$ cat config.mk
export PLATFORM = sky130hd
export DESIGN_NAME = sa_load_sequencer_flat
export DESIGN_NICKNAME = d
export VERILOG_FILES = /design/src/rtl/sa_pkg.sv /design/src/rtl/sa_load_sequencer_if.sv /design/src/rtl/sa_row_packer.sv /design/src/rtl/sa_load_sequencer.sv /design/src/flat_wrapper.sv
export SDC_FILE = /design/constraint.sdc
export NUM_CORES = 1
export LEC_CHECK = 0
export CAP_MARGIN = 20
export CORE_ASPECT_RATIO = 1.75
export CORE_MARGIN = 2
export CORE_UTILIZATION = 25
export CTS_CLUSTER_SIZE = 40
export DETAILED_ROUTE_END_ITERATION = 7
export PLACE_DENSITY = 0.46
export SETUP_SLACK_MARGIN = 0.1
export SLEW_MARGIN = 15
export SYNTH_ARGS = -nofsm -noshare
export SYNTH_HDL_FRONTEND = slang
export SYNTH_SLANG_ARGS = --single-unit
$ cat constraint.sdc
create_clock -name i_clk -period 5.8 [get_ports i_clk]
set_input_delay 0.87 -clock i_clk [delete_from_list [all_inputs] [get_ports i_clk]]
set_output_delay 0.87 -clock i_clk [all_outputs]
set_load 0.01 [all_outputs]
$ cat src/rtl/sa_pkg.sv
// rtl/sa_pkg.sv - shared types and widths for the systolic-array load sequencer
package sa_pkg;
    typedef enum logic [2:0] {IDLE, FILL, WRROW, COMPUTE, DONE} seq_state_t;
    localparam int SA_DW    = 16;
    localparam int SA_LANES = 16;
    localparam int SA_IDXW  = 5;
endpackage

$ cat src/rtl/sa_load_sequencer_if.sv
// rtl/sa_load_sequencer_if.sv - word stream in, row/control bus out of the load sequencer
interface sa_load_sequencer_if;
    import sa_pkg::*;
    logic               start;
    logic [SA_DW-1:0]   s_data;
    logic               s_valid;
    logic               s_ready;
    logic               en;
    logic               rf_en;
    logic               write;
    logic [SA_IDXW-1:0] idx;
    logic [SA_DW-1:0]   din [SA_LANES];
    logic               busy;
    logic               done;

    modport master (output start, s_data, s_valid,
                    input  s_ready, en, rf_en, write, idx, din, busy, done);
    modport slave  (input  start, s_data, s_valid,
                    output s_ready, en, rf_en, write, idx, din, busy, done);
endinterface

$ cat src/rtl/sa_row_packer.sv
// rtl/sa_row_packer.sv - packs 16 accepted stream words into one row buffer
module sa_row_packer
    import sa_pkg::*;
(
    input  logic             i_clk,
    input  logic             i_rst_n,
    input  logic             i_clear,
    input  logic             i_ready,
    input  logic             i_valid,
    input  logic [SA_DW-1:0] i_data,
    output logic             o_full,
    output logic [SA_DW-1:0] o_row [SA_LANES]
);
    logic [3:0]       r_word_cnt;
    logic [SA_DW-1:0] r_buf [SA_LANES];
    logic             w_accept;

    assign w_accept = i_ready & i_valid;
    assign o_full   = w_accept && (r_word_cnt == 4'd15);
    assign o_row    = r_buf;

    // word_cnt only wraps on the 16th accept, which is also the row-complete event
    always_ff @(posedge i_clk or negedge i_rst_n) begin
        if (!i_rst_n) begin
            r_word_cnt <= '0;
            for (int k = 0; k < SA_LANES; k++) r_buf[k] <= '0;
        end else if (i_clear) begin
            r_word_cnt <= '0;
            for (int k = 0; k < SA_LANES; k++) r_buf[k] <= '0;
        end else if (w_accept) begin
            r_buf[r_word_cnt] <= i_data;
            r_word_cnt        <= r_word_cnt + 4'd1;
        end
    end
endmodule

$ cat src/rtl/sa_load_sequencer.sv
// rtl/sa_load_sequencer.sv - loads NUM_ROWS packed rows into the array, then runs compute
module sa_load_sequencer
    import sa_pkg::*;
#(
    parameter int NUM_ROWS       = 32,
    parameter int WR_HOLD        = 2,
    parameter int COMPUTE_CYCLES = 22
)
(
    input  logic          i_clk,
    input  logic          i_rst_n,
    sa_load_sequencer_if.slave bus
);
    localparam int HW = $clog2(WR_HOLD) + 1;
    localparam int CW = $clog2(COMPUTE_CYCLES) + 1;
    localparam logic [HW-1:0]      HOLD_LAST = HW'(WR_HOLD - 1);
    localparam logic [CW-1:0]      CMP_LAST  = CW'(COMPUTE_CYCLES - 1);
    localparam logic [SA_IDXW-1:0] ROW_LAST  = SA_IDXW'(NUM_ROWS - 1);

    seq_state_t         r_state, w_next;
    logic [SA_IDXW-1:0] r_row_cnt;
    logic [HW-1:0]      r_hold_cnt;
    logic [CW-1:0]      r_cmp_cnt;
    logic               r_en, r_rf_en, r_write, r_busy, r_done;
    logic               w_ready, w_full, w_clear;
    logic [SA_DW-1:0]   w_row [SA_LANES];

    assign w_ready = (r_state == FILL);
    assign w_clear = (r_state == IDLE) && bus.start;

    sa_row_packer u_packer (
        .i_clk   (i_clk),
        .i_rst_n (i_rst_n),
        .i_clear (w_clear),
        .i_ready (w_ready),
        .i_valid (bus.s_valid),
        .i_data  (bus.s_data),
        .o_full  (w_full),
        .o_row   (w_row)
    );

    always_comb begin
        w_next = r_state;
        case (r_state)
            IDLE:    if (bus.start) w_next = FILL;
            FILL:    if (w_full) w_next = WRROW;
            WRROW:   if (r_hold_cnt == HOLD_LAST)
                         w_next = (r_row_cnt == ROW_LAST) ? COMPUTE : FILL;
            COMPUTE: if (r_cmp_cnt == CMP_LAST) w_next = DONE;
            DONE:    w_next = IDLE;
            default: w_next = IDLE;
        endcase
    end

    // Control outputs are decoded from the next state so they change with the state register
    always_ff @(posedge i_clk or negedge i_rst_n) begin
        if (!i_rst_n) begin
            r_state    <= IDLE;
            r_row_cnt  <= '0;
            r_hold_cnt <= '0;
            r_cmp_cnt  <= '0;
            r_en       <= 1'b0;
            r_rf_en    <= 1'b0;
            r_write    <= 1'b0;
            r_busy     <= 1'b0;
            r_done     <= 1'b0;
        end else begin
            r_state    <= w_next;
            r_en       <= (w_next == WRROW) || (w_next == COMPUTE);
            r_rf_en    <= (w_next == WRROW) || (w_next == COMPUTE);
            r_write    <= (w_next == WRROW);
            r_busy     <= (w_next != IDLE);
            r_done     <= (w_next == DONE);
            r_hold_cnt <= (r_state == WRROW && w_next == WRROW) ? r_hold_cnt + 1'b1 : '0;
            r_cmp_cnt  <= (r_state == COMPUTE && w_next == COMPUTE) ? r_cmp_cnt + 1'b1 : '0;
            if (w_clear)
                r_row_cnt <= '0;
            else if (r_state == WRROW && w_next == FILL)
                r_row_cnt <= r_row_cnt + 1'b1;
        end
    end

    assign bus.s_ready = w_ready;
    assign bus.en      = r_en;
    assign bus.rf_en   = r_rf_en;
    assign bus.write   = r_write;
    assign bus.idx     = r_row_cnt;
    assign bus.din     = w_row;
    assign bus.busy    = r_busy;
    assign bus.done    = r_done;
endmodule
$ cat src/flat_wrapper.sv
// flat-port wrapper written by rule: the top's interface ports become plain ports
module sa_load_sequencer_flat import sa_pkg::*;
#(
    parameter int NUM_ROWS       = 32,
    parameter int WR_HOLD        = 2,
    parameter int COMPUTE_CYCLES = 22
)
  (i_clk, i_rst_n, bus_start, bus_s_data, bus_s_valid, bus_s_ready, bus_en, bus_rf_en, bus_write, bus_idx, bus_din, bus_busy, bus_done);
  sa_load_sequencer_if bus_i ();
  input  logic i_clk;
  input  logic i_rst_n;
  input wire logic [$bits(bus_i.start)-1:0] bus_start;
  input wire logic [$bits(bus_i.s_data)-1:0] bus_s_data;
  input wire logic [$bits(bus_i.s_valid)-1:0] bus_s_valid;
  output wire logic [$bits(bus_i.s_ready)-1:0] bus_s_ready;
  output wire logic [$bits(bus_i.en)-1:0] bus_en;
  output wire logic [$bits(bus_i.rf_en)-1:0] bus_rf_en;
  output wire logic [$bits(bus_i.write)-1:0] bus_write;
  output wire logic [$bits(bus_i.idx)-1:0] bus_idx;
  output wire logic [$bits(bus_i.din)-1:0] bus_din;
  output wire logic [$bits(bus_i.busy)-1:0] bus_busy;
  output wire logic [$bits(bus_i.done)-1:0] bus_done;
  assign bus_i.start = bus_start;
  assign bus_i.s_data = bus_s_data;
  assign bus_i.s_valid = bus_s_valid;
  assign bus_s_ready = bus_i.s_ready;
  assign bus_en = bus_i.en;
  assign bus_rf_en = bus_i.rf_en;
  assign bus_write = bus_i.write;
  assign bus_idx = bus_i.idx;
  assign bus_din = {>>{bus_i.din}};
  assign bus_busy = bus_i.busy;
  assign bus_done = bus_i.done;
  sa_load_sequencer #(.NUM_ROWS(NUM_ROWS), .WR_HOLD(WR_HOLD), .COMPUTE_CYCLES(COMPUTE_CYCLES)) u_core (.i_clk(i_clk), .i_rst_n(i_rst_n), .bus(bus_i));
endmodule
## Yosys cells after proc, flatten, opt, wreduce, memory -nomap -nowiden

Cells that the tools add are included.

| operators by class | value |
|---|---|
| reduce and logical (&&, ||, !) cells | 11 |
| bitwise logic cells | 2 |
| $add $sub $neg | 4 |
| muxes and demuxes | 17 |
| magnitude comparators | 2 |
| equality and inequality tests | 11 |

Operator list:

| kind | count |
|---|---|
| 256-bit two-way mux | 2 |
| 256-bit bitwise mux | 1 |
| 16-bit demux with 4-bit select | 1 |
| 16-bit two-way mux | 1 |
| 3-bit by 2-bit equality test with 1-bit output, second input constant | 4 |
| 3-bit two-way mux | 4 |
| 3-bit case mux with 4 select lines | 1 |
| 5-bit two-way mux | 2 |
| 4-bit two-way mux | 2 |
| 6-bit by 1-bit adder with 6-bit output, second input constant | 1 |
| 3-bit by 1-bit equality test with 1-bit output, second input constant | 2 |
| 6-bit by 5-bit equality test with 1-bit output, second input constant | 1 |
| 1-bit logical AND | 6 |
| 6-bit two-way mux | 1 |
| 5-bit by 1-bit adder with 5-bit output, second input constant | 1 |
| 5-bit equality test, second input constant | 1 |
| 5-bit >= comparator, second input constant | 1 |
| 5-bit by 1-bit < comparator with 1-bit output, second input constant | 1 |
| 4-bit inverter with 5-bit output | 1 |
| 4-bit by 1-bit adder with 4-bit output, second input constant | 1 |
| 4-bit equality test, second input constant | 1 |
| 2-bit two-way mux | 2 |
| 2-bit nonzero test | 2 |
| 3-bit equality test, second input constant | 1 |
| 6 further kinds | 6 |

| word-level totals | value |
|---|---|
| input bits | 20 |
| register bits after elaboration | 280 |
| logic and storage cells | 72 |
| output and inout port bits | 267 |

## Longest topological paths before layout

| depth | value |
|---|---|
| depth after elaboration | 9 |
| mapped depth | 8 |
| gate-level depth less buffers | 8 |

## Hierarchy

Synthesis repeated with hierarchy kept, for this count alone.

| unflattened totals | value |
|---|---|
| cells, all modules | 1011 |
| area total of the unflattened synthesis | 12645.9 sq um |

Modules (own cells, without submodules):

| module | times used | area each (sq um) | cells an instance | seq. area each (sq um) |
|---|---|---|---|---|
| sa_row_packer | 1 | 11651.2 | 915 | 6506.2 |
| sa_load_sequencer | 1 | 994.7 | 96 | 500.5 |

## Least setup slack after synthesis

OpenSTA, ideal clock, no wires.

| timing path | value |
|---|---|
| path kind | input to register |
| start | input bus_s_valid |
| end | register u_core.u_packer.r_buf, in the netlist u_core.u_packer.o_row[21] |
| slack | 3715 ps |
| cell stages on the path | 7 |
| arrival time | 1953 ps |
| required time | 5668 ps |
| setup time | 132 ps |
| buffers on the path | 3 |
| path through | and4bb_1 > buf_2 > buf_8 > nand4_4 > buf_6 > mux2i_1 > nor2_1 |

| on the way | value |
|---|---|
| longest elaborated chain between the ends | 2 |

RTL lines:

| element | line | text |
|---|---|---|
| from (decl) | flat_wrapper.sv:14 | `input wire logic [$bits(bus_i.s_valid)-1:0] bus_s_valid;` |
| 1-bit bitwise AND | sa_row_packer.sv:18 | `assign w_accept = i_ready & i_valid;` |
| 2-bit nonzero test (no source line) | n/a |  |
| to (signal, indexed assignment) | sa_row_packer.sv:31 | `r_buf[r_word_cnt] <= i_data;` |
| to (decl) | sa_row_packer.sv:15 | `logic [SA_DW-1:0] r_buf [SA_LANES];` |

No other way between the ends.
A chain may end at the register's enable or synchronous reset.

## Final worst setup path

| timing path | value |
|---|---|
| start | input bus_s_valid |
| end | register u_core.r_hold_cnt[1] |

| on the way | value |
|---|---|
| longest elaborated chain between the ends | 7 |

RTL lines:

| element | line | text |
|---|---|---|
| 1-bit bitwise AND | sa_row_packer.sv:18 |  |
| 1-bit logical AND | sa_row_packer.sv:19 | `assign o_full = w_accept && (r_word_cnt == 4'd15);` |
| 3-bit two-way mux | sa_load_sequencer.sv:46 | `FILL: if (w_full) w_next = WRROW;` |
| 3-bit case mux with 4 select lines | sa_load_sequencer.sv:44 | `case (r_state)` |
| 3-bit by 2-bit equality test with 1-bit output | sa_load_sequencer.sv:74 | `r_hold_cnt <= (r_state == WRROW && w_next == WRROW) ? r_hold_cnt + 1'b1 : '0;` |
| 1-bit logical AND | sa_load_sequencer.sv:74 |  |
| 2-bit two-way mux | sa_load_sequencer.sv:74 |  |
| to (signal assigned) | sa_load_sequencer.sv:74 |  |
| to (decl) | sa_load_sequencer.sv:22 | `logic [HW-1:0] r_hold_cnt;` |

No other way between the ends.

==> results.md <==
* ANT cells at 0
* # resized after CTS at 0
* Tcrit/Tclk final at 49.92%
* Slew @ Worst Pin at 1.214 ns
* Die Y at 289.6 um
* Max-slew violation count at 0
* MaxCap Viol Count at 0
* Site Rows at between 100 and 150
* Fmax at 345.4 MHz
* Clk_lat worst skew at 0.57 ns
* Clk buf depth at 3
* Synth cell types at 35
* Layout cells sized above 1 at 5.998%
* Final setup vio count at 0
* Placeable Area at 0.04606 mm^2
* # Post-CTS Setup Buffers at 0
* Worst Skew at 0.01004 ns
* CTS Root Cell: clkbuf_16
* NumNets Final at 1323
* Design area at 0.01609 mm^2
* Met1 GRT Util at 19.20%
* Fin. Hold Viols at 0
* R2R Path Start: u_core.r_state[1]$_DFF_PN0_
* Leakage at 8.411 nW
* Violated checks: DRC
* Setup TNS at 0 ns
* Drt total wl at 41420 um
* # IOs at 287
* Hold Slack at 0.2783 ns
* Minimum clock period at 2.896 ns
* First-pass GRT wire length at 60910 um
* Placed insts at 1845
* Origin of the worst setup path: bus_s_valid
* Placed instance area at 0.01502 mm^2
* Post-synthesis sequential area ratio at 60.12%
* Status: finished, violations left
* Initial DRC Count at 511
* Flops & latches, synth at 280
* Die Width at 167.2 um
* Peak supply drop at around 0.00030 V
* Worst slew margin at 18.79%
* Total global routing overflow at 0
* Area delta synth->final at 38.04%
* Crit Path Category: in -> reg
* Required @ worst endpoint at 6.26 ns
* CTS H-tree depth at 1
* Met3 Track Usage GR at 3.595%
* Routability cong. at just under 0.8
* PortBufs at 286
* DR vias/cell at 4.451
* Syn Inst Count at 1038
* CTS tree: done
* Synth Warn # at 0
* PwrDens at 520.5 mW/mm^2
* DR vias at about 8500
* Initial antenna violation count at 0
* First-pass DRT Iterations at 8
* Routed Antenna Nets at 0
* CP max FO at 25
* Crit end category: flip-flop
* Unrepaired setup endpoints after global routing: false
* Avg Synthesized Cell Area at 11.23 um^2
* Post-Syn Nets at between 1000 and 1500
* Clock sink count at 280
* Non-filler cells, final at 1900
* CP arrival at about 3.4 ns
* Top Usage Layer GRT: met2
* Pin count of the biggest net entering global routing at 197
* Initial Util at 25.30%
* Cell Area, Synth at 0.01165 mm^2
* Worst-path clk slew at 0.06 ns
* DPL Wire Length at 27190 um
* Die area at roughly 0.048 mm^2
* GR met2 Demand/Resource at 30.93%
* Hold Crit Class: in -> async
* Worst Setup Start Kind: primary input
* Number of buffers created by CTS at 30
* Total GRT Usage at 16.89%
* DRC viols at 15
* Vias in the first global route at roughly 9000
* DR WL/cell at 21.80 um
* # hold bufs at CTS at 0
## cells in the mapped netlist (all sizes together)
| library cell | number | area (um^2) |
|---|---|---|
| a21oi | 68 | 340.3 |
| a221oi | 1 | 8.760 |
| and3 | 6 | 37.54 |
| and4 | 1 | 8.760 |
| and4bb | 1 | 12.51 |
| buf | 27 | 191.4 |
| clkbuf | 51 | 196.4 |
| dfrtp | 280 | 7007 |
| ha | 9 | 112.6 |
| inv | 6 | 22.52 |
| mux2i | 192 | 1922 |
| nand2 | 133 | 499.2 |
| nand2b | 3 | 18.77 |
| nand3 | 19 | 207.7 |
| nand3b | 1 | 7.510 |
| nand4 | 6 | 88.83 |
| nand4b | 1 | 8.760 |
| nor2 | 208 | 780.8 |
| nor2b | 3 | 18.77 |
| nor3 | 4 | 20.02 |
| nor3b | 2 | 15.01 |
| nor4 | 2 | 12.51 |
| o21bai | 1 | 7.510 |
| o22ai | 1 | 6.260 |
| or3 | 1 | 6.260 |
| or3b | 1 | 8.760 |
| xnor2 | 3 | 26.28 |
| xor2 | 7 | 61.31 |
## power breakdown
| group | leakage [nW] | switching (mW) | internal [mW] |
|---|---|---|---|
| Clock | 0.523 | 0.808 | 1.28 |
| Combinational | 4.20 | 1.54 | 1.64 |
| Sequential | 3.69 | 0.459 | 2.65 |
## routing by layer
| layer | part of all wire (%) | vias up |
|---|---|---|
| li1 | - | 3931 |
| met1 | 38 | 4237 |
| met2 | 52 | 233 |
| met3 | 5.9 | 55 |
| met4 | 3.9 | 0 |
| met5 | 0 | - |
## worst max-delay path: stages
cell and delay [ns]:
clkdlybuf4s50_1 0.47, and4bb_2 0.84, nand4_2 0.57, and3_1 0.43, nor4_1 0.17
## cells in the final DEF, fill, tap and decap left out, types with 2 or more instances in the layout
cell type / Yosys / final
a21oi_1: 68 / 68
and3_1: 6 / 6
buf_12: 0 / 2
buf_4: 11 / 13
buf_8: 1 / 2
bufinv_16: 0 / 5
clkbuf_1: 47 / 9
clkbuf_16: 0 / 31
clkbuf_8: 0 / 6
clkdlybuf4s50_1: 0 / 285
clkinv_2: 0 / 3
dfrtp_1: 280 / 280
ha_1: 9 / 9
inv_1: 6 / 6
mux2i_1: 192 / 192
nand2_1: 133 / 133
nand2b_1: 3 / 3
nand3_1: 10 / 10
nand3_4: 9 / 9
nand4_1: 2 / 2
nand4_4: 3 / 3
nor2_1: 208 / 208
nor2b_1: 3 / 3
nor3_1: 4 / 3
nor3b_1: 2 / 2
nor4_1: 2 / 2
xnor2_1: 3 / 3
xor2_1: 7 / 7
## state kept, by name, indices dropped and copies added (netlist names)
signal and count:
u_core.bus.busy 1, u_core.r_hold_cnt 2, u_core.bus.idx 5, u_core.bus.write 1, u_core.u_packer.o_row 256, u_core.r_state 3, u_core.bus.en 1, u_core.bus.done 1
u_core.u_packer.r_word_cnt 4, u_core.r_cmp_cnt 6
## logic make-up after synthesis
logic type	after synthesis	share of synthesized area, %
fa+ha+maj	9	0.9663
xor+xnor	10	0.7516
buf+inv	84	3.522
mux	192	16.49
compound gates	71	3.114
flops	280	60.12
simple gates	392	15.03
## final timing paths
kind / to / slack [ns] / depth (start not counted)
max: u_core.r_hold_cnt[1]$_DFF_PN0_ / 2.90 / 5
min: u_core.u_packer.o_row[105]$_DFFE_PN0P_ / 0.28 / 1
max reg2reg: u_core.r_hold_cnt[1]$_DFF_PN0_ / 3.12 / 4
min reg2reg: u_core.r_hold_cnt[0]$_DFF_PN0_ / 0.44 / 1
max in group asynchronous: u_core.u_packer.o_row[70]$_DFFE_PN0P_ / 4.42 / 2
min in group i_clk: u_core.r_hold_cnt[0]$_DFF_PN0_ / 0.44 / 1
## area by class of cell
cell class / instances / area [um^2]
timing repair buffer: 302 / 3020
tap: 583 / 729.5
clock buffer: 46 / 892.1
clock inverter: 9 / 173.9
inverter: 6 / 22.52
sequential: 280 / 7007
fill: 4706 / 29980
multi-input combinational: 674 / 4242
## per-stage QoR
step	power (mW)	setup slack, ns	util [%]
after detailed placement	6.381	2.290	32.61
after floorplan	4.450	3.715	-
after global placement	6.339	2.339	32.58
after global routing	8.887	2.721	34.92
final	8.373	2.904	34.92
after CTS	8.537	2.893	34.92
Note: power is estimated with default switching activity, not from simulation.
